[src/rtl/mem_port_arbiter.sv]
// mem_port_arbiter: shares one memory port between instruction fetch and data access.
// Build option ARB_STARVE_GUARD_EN: force a fetch grant after STARVE_MAX data grants.
module mem_port_arbiter #(
    parameter int ADDR_W     = 32,
    parameter int DATA_W     = 32,
    parameter int STARVE_MAX = 4
) (
    input  logic              clk,
    input  logic              reset,
    input  logic              if_req,
    input  logic [ADDR_W-1:0] if_addr,
    output logic              if_ack,
    output logic [DATA_W-1:0] if_rdata,
    input  logic              dm_req,
    input  logic              dm_we,
    input  logic [ADDR_W-1:0] dm_addr,
    input  logic [DATA_W-1:0] dm_wdata,
    output logic              dm_ack,
    output logic [DATA_W-1:0] dm_rdata,
    output logic              mem_req,
    output logic              mem_we,
    output logic [ADDR_W-1:0] mem_addr,
    output logic [DATA_W-1:0] mem_wdata,
    input  logic              mem_ack,
    input  logic [DATA_W-1:0] mem_rdata,
    output logic              stall_if,
    output logic              stall_dm
);

    typedef enum logic [1:0] {
        IDLE,
        BUSY_IF,
        BUSY_DM,
        RESP
    } state_t;

    state_t state;
    state_t state_nx;
    logic   grant_if;
    logic   grant_dm;
    logic   force_if;

`ifdef ARB_STARVE_GUARD_EN
    localparam logic [2:0] STARVE_LIM = 3'(STARVE_MAX);

    logic [2:0] starve_cnt;

    assign force_if = (starve_cnt == STARVE_LIM) & if_req;

    // Counts data grants that made a waiting fetch wait longer.
    always_ff @(posedge clk or posedge reset) begin
        if (reset) begin
            starve_cnt <= '0;
        end else if (grant_if) begin
            starve_cnt <= '0;
        end else if (grant_dm && if_req && starve_cnt != STARVE_LIM) begin
            starve_cnt <= starve_cnt + 3'd1;
        end
    end
`else
    localparam int unused_starve_max = STARVE_MAX;

    assign force_if = 1'b0;
`endif

    always_comb begin
        grant_dm = 1'b0;
        grant_if = 1'b0;
        if (state == IDLE) begin
            grant_dm = dm_req & ~force_if;
            grant_if = if_req & ~grant_dm;
        end
    end

    always_ff @(posedge clk or posedge reset) begin
        if (reset) begin
            state <= IDLE;
        end else begin
            state <= state_nx;
        end
    end

    always_comb begin
        state_nx = state;
        unique case (state)
            IDLE: begin
                if (grant_dm) begin
                    state_nx = BUSY_DM;
                end else if (grant_if) begin
                    state_nx = BUSY_IF;
                end
            end
            BUSY_IF,
            BUSY_DM: begin
                if (mem_ack) begin
                    state_nx = RESP;
                end
            end
            RESP:    state_nx = IDLE;
            default: state_nx = IDLE;
        endcase
    end

    // Port signals and completions are registered off the current state.
    always_ff @(posedge clk or posedge reset) begin
        if (reset) begin
            mem_req   <= 1'b0;
            mem_we    <= 1'b0;
            mem_addr  <= '0;
            mem_wdata <= '0;
            if_ack    <= 1'b0;
            dm_ack    <= 1'b0;
            if_rdata  <= '0;
            dm_rdata  <= '0;
        end else begin
            if_ack <= 1'b0;
            dm_ack <= 1'b0;
            unique case (state)
                IDLE: begin
                    if (grant_dm) begin
                        mem_req   <= 1'b1;
                        mem_we    <= dm_we;
                        mem_addr  <= dm_addr;
                        mem_wdata <= dm_wdata;
                    end else if (grant_if) begin
                        mem_req  <= 1'b1;
                        mem_we   <= 1'b0;
                        mem_addr <= if_addr;
                    end
                end
                BUSY_IF: begin
                    if (mem_ack) begin
                        mem_req  <= 1'b0;
                        if_ack   <= 1'b1;
                        if_rdata <= mem_rdata;
                    end
                end
                BUSY_DM: begin
                    if (mem_ack) begin
                        mem_req <= 1'b0;
                        mem_we  <= 1'b0;
                        dm_ack  <= 1'b1;
                        if (!mem_we) begin
                            dm_rdata <= mem_rdata;
                        end
                    end
                end
                default: begin
                end
            endcase
        end
    end

    assign stall_if = if_req & ~if_ack;
    assign stall_dm = dm_req & ~dm_ack;

endmodule

[config.mk]
export PLATFORM = sky130hd
export DESIGN_NAME = mem_port_arbiter
export DESIGN_NICKNAME = d
export VERILOG_FILES = /design/src/rtl/mem_port_arbiter.sv
export SDC_FILE = /design/constraint.sdc
export NUM_CORES = 1
export LEC_CHECK = 0
export ABC_CLOCK_PERIOD_IN_PS = 9300
export CORE_UTILIZATION = 39
export DETAILED_ROUTE_END_ITERATION = 16
export PLACE_DENSITY_LB_ADDON = 0.05
export RECOVER_POWER = 100
export SETUP_SLACK_MARGIN = 0.5
export SLEW_MARGIN = 30
export SYNTH_ARGS = -nofsm -noshare
export SYNTH_HDL_FRONTEND = slang
export SYNTH_SLANG_ARGS = --single-unit
[constraint.sdc]
create_clock -name clk -period 9.3 [get_ports clk]
set_input_delay 0.93 -clock clk [delete_from_list [all_inputs] [get_ports clk]]
set_output_delay 0.93 -clock clk [all_outputs]
set_load 0.02 [all_outputs]
==> flow_metrics.py <==
metrics = {
    "drt": {
        "drt.antenna.violating_nets": 0,
        "drt_iter0_markers": 146,
        "routed_wl_um": 13800,
        "drcViolationCount": 0,
        "viasPerCell": 4.71,
        "first_pass_iters": 4,
        "wl_per_cell_um": 16.6,
        "vias": 3931,
    },
    "pwr": {
        "clkPwrFrac": 0.204,
        "switching_share": 0.357,
        "leakagePower_uw": 0.00396,
        "net-switching-power_uw": 1090,
        "internal-power_uw": 1970,
        "worst_ir_drop_vdd_mv": 0.175,
        "power-per-cell-area_nw_per_um2": 351,
        "p_seq_frac": 0.329,
        "p_comb_frac": 0.467,
    },
    "timing": {
        "max_slew.worst_pin.slew_ns": 3.06,
        "setup_violations": 0,
        "slew_headroom": -1.05,
        "hold_viol": 0,
        "slew_violations": 273,
        "grt_setup_unrepaired": "false",
        "setup_tns_ns": 0,
        "timing.fmax_ghz": 0.266,
        "finalCritPeriodShare": 0.404,
        "whs_ns": 0.473,
        "fin_crit_ns": 3.76,
        "finalWorstSetupSlack_ns": 5.54,
        "skew_ns": 0.00791,
    },
    "synthesis": {
        "yosysSeqAreaShare": 0.603,
        "synth_nets": 515,
        "yosysUniqueCellTypes": 21,
        "yosys_warnings": 0,
        "synth-seq-cells": 134,
        "synth_area_um2": 5560,
        "synthCells": 377,
        "synth.avg_cell_area_um2": 14.7,
    },
    "setup_path": {
        "r2r_slack_ns": 6.23,
        "r2r_end": "mem_addr[15]$_DFFE_PP0P_",
        "critPathMaxFanout": 70,
        "reg2reg_depth": 5,
        "worstPathArrival_ns": 4.19,
        "r2r_start": "state[0]$_DFFE_PP0P_",
        "cp_data_required_time_ns": 9.73,
        "worst_setup_path_start_kind": "input pin",
        "crit_path_end_kind": "async pin",
        "crit_type": "input pin to async pin",
    },
    "worst_hold_path": {
        "holdPathEnd": "mem_addr[18]$_DFFE_PP0P_",
        "hold_depth": 2,
        "min_path_type": "flip-flop to flip-flop",
        "min-delay-start": "mem_addr[18]$_DFFE_PP0P_",
    },
    "global_routing": {
        "grt_pass1_vias": 4036,
        "use_met3": 0.0705,
        "grt_overflow_total": 0,
        "antenna_found_initial": 0,
        "grt_pass1_wl_um": 21300,
        "grt_max_degree": 71,
        "grt-busiest-layer": "met2",
        "grt_use_total": 0.195,
        "use_met2": 0.328,
        "use_met1": 0.223,
    },
    "floorplan": {
        "io_pins": 268,
        "die_h_um": 121,
        "start_util": 0.400,
        "dieArea_um2": 14700,
        "coreArea_um2": 13900,
        "fp.dieW_um": 121,
        "rows": 43,
    },
    "clock_network": {
        "postCtsSetupBuffers": 0,
        "cts_tree": "done",
        "cts.path.max_buffers": 2,
        "clkLatencyLatePin_ns": 0.41,
        "htree_num_levels": 4,
        "cts_made_buffers": 17,
        "cts_sinks": 134,
        "clk_pin_slew_ns": 0.05,
        "cts.repair.resized": 0,
        "ctsHoldBuffers": 0,
        "cts-root-buf": "clkbuf_16",
    },
    "layout": {
        "diodes": 0,
        "layout.nets": 783,
        "layout.cells.non_filler": 835,
        "fillers": 1123,
        "syn2layout_area_growth_pct": 56.8,
        "drive_gt1_frac": 0.142,
    },
    "outcome": {
        "violations": "capacitance limit, slew limit",
        "status": "finished, violations left",
    },
    "place": {
        "pre_cts_slack_ns": 6.09,
        "hpwlAfterDp_um": 10000,
        "portBuffers": 267,
        "dp_cells": 806,
        "gp_congestion": 0.753,
    },
    "run": {
        "maxCapViolCount": 6,
    },
}
[kinds of logic (layout without fill, tap and decap cells)]
kind of cell / after synthesis / after routing / synth area share
AO/OA/AOI/OAI: 40 / 40 / 0.0374
adder cells (fa/ha/maj): 4 / 4 / 0.00901
buffers and inverters: 26 / 304 / 0.0349
flip-flops: 134 / 134 / 0.603
multiplexers: 132 / 132 / 0.282
AND/OR/NAND/NOR: 41 / 41 / 0.0336
[registers in the layout (all words and copies together) (netlist names)]
name,cells
mem_we,1
dm_ack,1
mem_req,1
if_ack,1
mem_wdata,32
mem_addr,32
state,2
if_rdata,32
dm_rdata,32
[synth_stat cells]
master	number	area (um^2)
a21oi_1	3	15.0
buf_2	7	35.0
dfrtp_1	134	3350
ha_1	4	50.1
nand4b_1	1	8.76
o21ai_0	35	175
inv_1	5	18.8
buf_6	11	124
clkbuf_2	1	5.00
o21ba_2	1	10.0
and2_4	2	17.5
nand2_4	1	11.3
nand2_2	1	6.26
mux2_4	33	495
o211ai_1	1	7.51
nand2_1	33	124
mux2i_1	36	360
nor2b_1	3	18.8
clkbuf_1	1	3.75
buf_4	1	7.51
mux2_2	63	709
[power groups by stage]
stage	logic [uW]	registers, uW	clock network [uW]
after global routing	1530	1050	665
after global placement	1610	1020	0
after detailed placement	1620	1030	0
after floorplan	534	1380	0
after CTS	1630	1030	639
final	1430	1010	624
[cell usage in the layout (no fill, tap or decap), types with 5 or more instances in the layout]
cell type        instances
clkbuf_1                 5
clkbuf_16               17
clkbuf_8                 5
clkdlybuf4s50_1        130
dfrtp_1                134
dlygate4sd3_1          137
mux2_1                  32
mux2_2                  63
mux2i_1                 36
nand2_1                 35
o21ai_0                 35
[per-stage QoR]
| step | util | total power, uW | instance area, um^2 |
|---|---|---|---|
| after floorplan | - | 1910 | 5560 |
| after global placement | 0.598 | 2620 | 8310 |
| after detailed placement | 0.598 | 2660 | 8310 |
| after CTS | 0.638 | 3290 | 8860 |
| after global routing | 0.628 | 3250 | 8710 |
| final | 0.628 | 3060 | 8710 |
[per-layer routing]
metal  vias to the layer above  routed length, um  part of all wire
met5                         -                  0                 0
met4                         0                265             0.019
met3                        19               1150             0.083
met2                       152               7040              0.51
met1                      1912               5370              0.39
li1                       1848                  -                 -
[cell type report]
cell class,count,area [um^2],share of cell area
sequential,134,3350,0.385
timing repair buffer,270,2690,0.309
multi-input combinational,217,1870,0.215
clock buffer,25,505,0.0580
tap,180,225,0.0259
clock inverter,4,45.0,0.00517
inverter,5,20.0,0.00230
[worst max-delay path, cell delays in order]
cell and delay [ns]:
dlygate4sd3_1 0.56, clkinvlp_2 1.72, buf_4 0.89
[worst max path at each step]
stage | from | to | slack [ns] | depth (start not counted)
floorplan | reset | dm_ack$_DFF_PP0_ | 4.79 | 1
global placement | dm_req | stall_dm | 6.08 | 3
detailed placement | dm_req | stall_dm | 6.09 | 3
CTS | dm_req | stall_dm | 6.09 | 3
global route | reset | dm_rdata[25]$_DFFE_PP0P_ | 4.95 | 3
finish | reset | dm_rdata[7]$_DFFE_PP0P_ | 5.54 | 3
No activity file was read; power rests on OpenSTA's default activity.
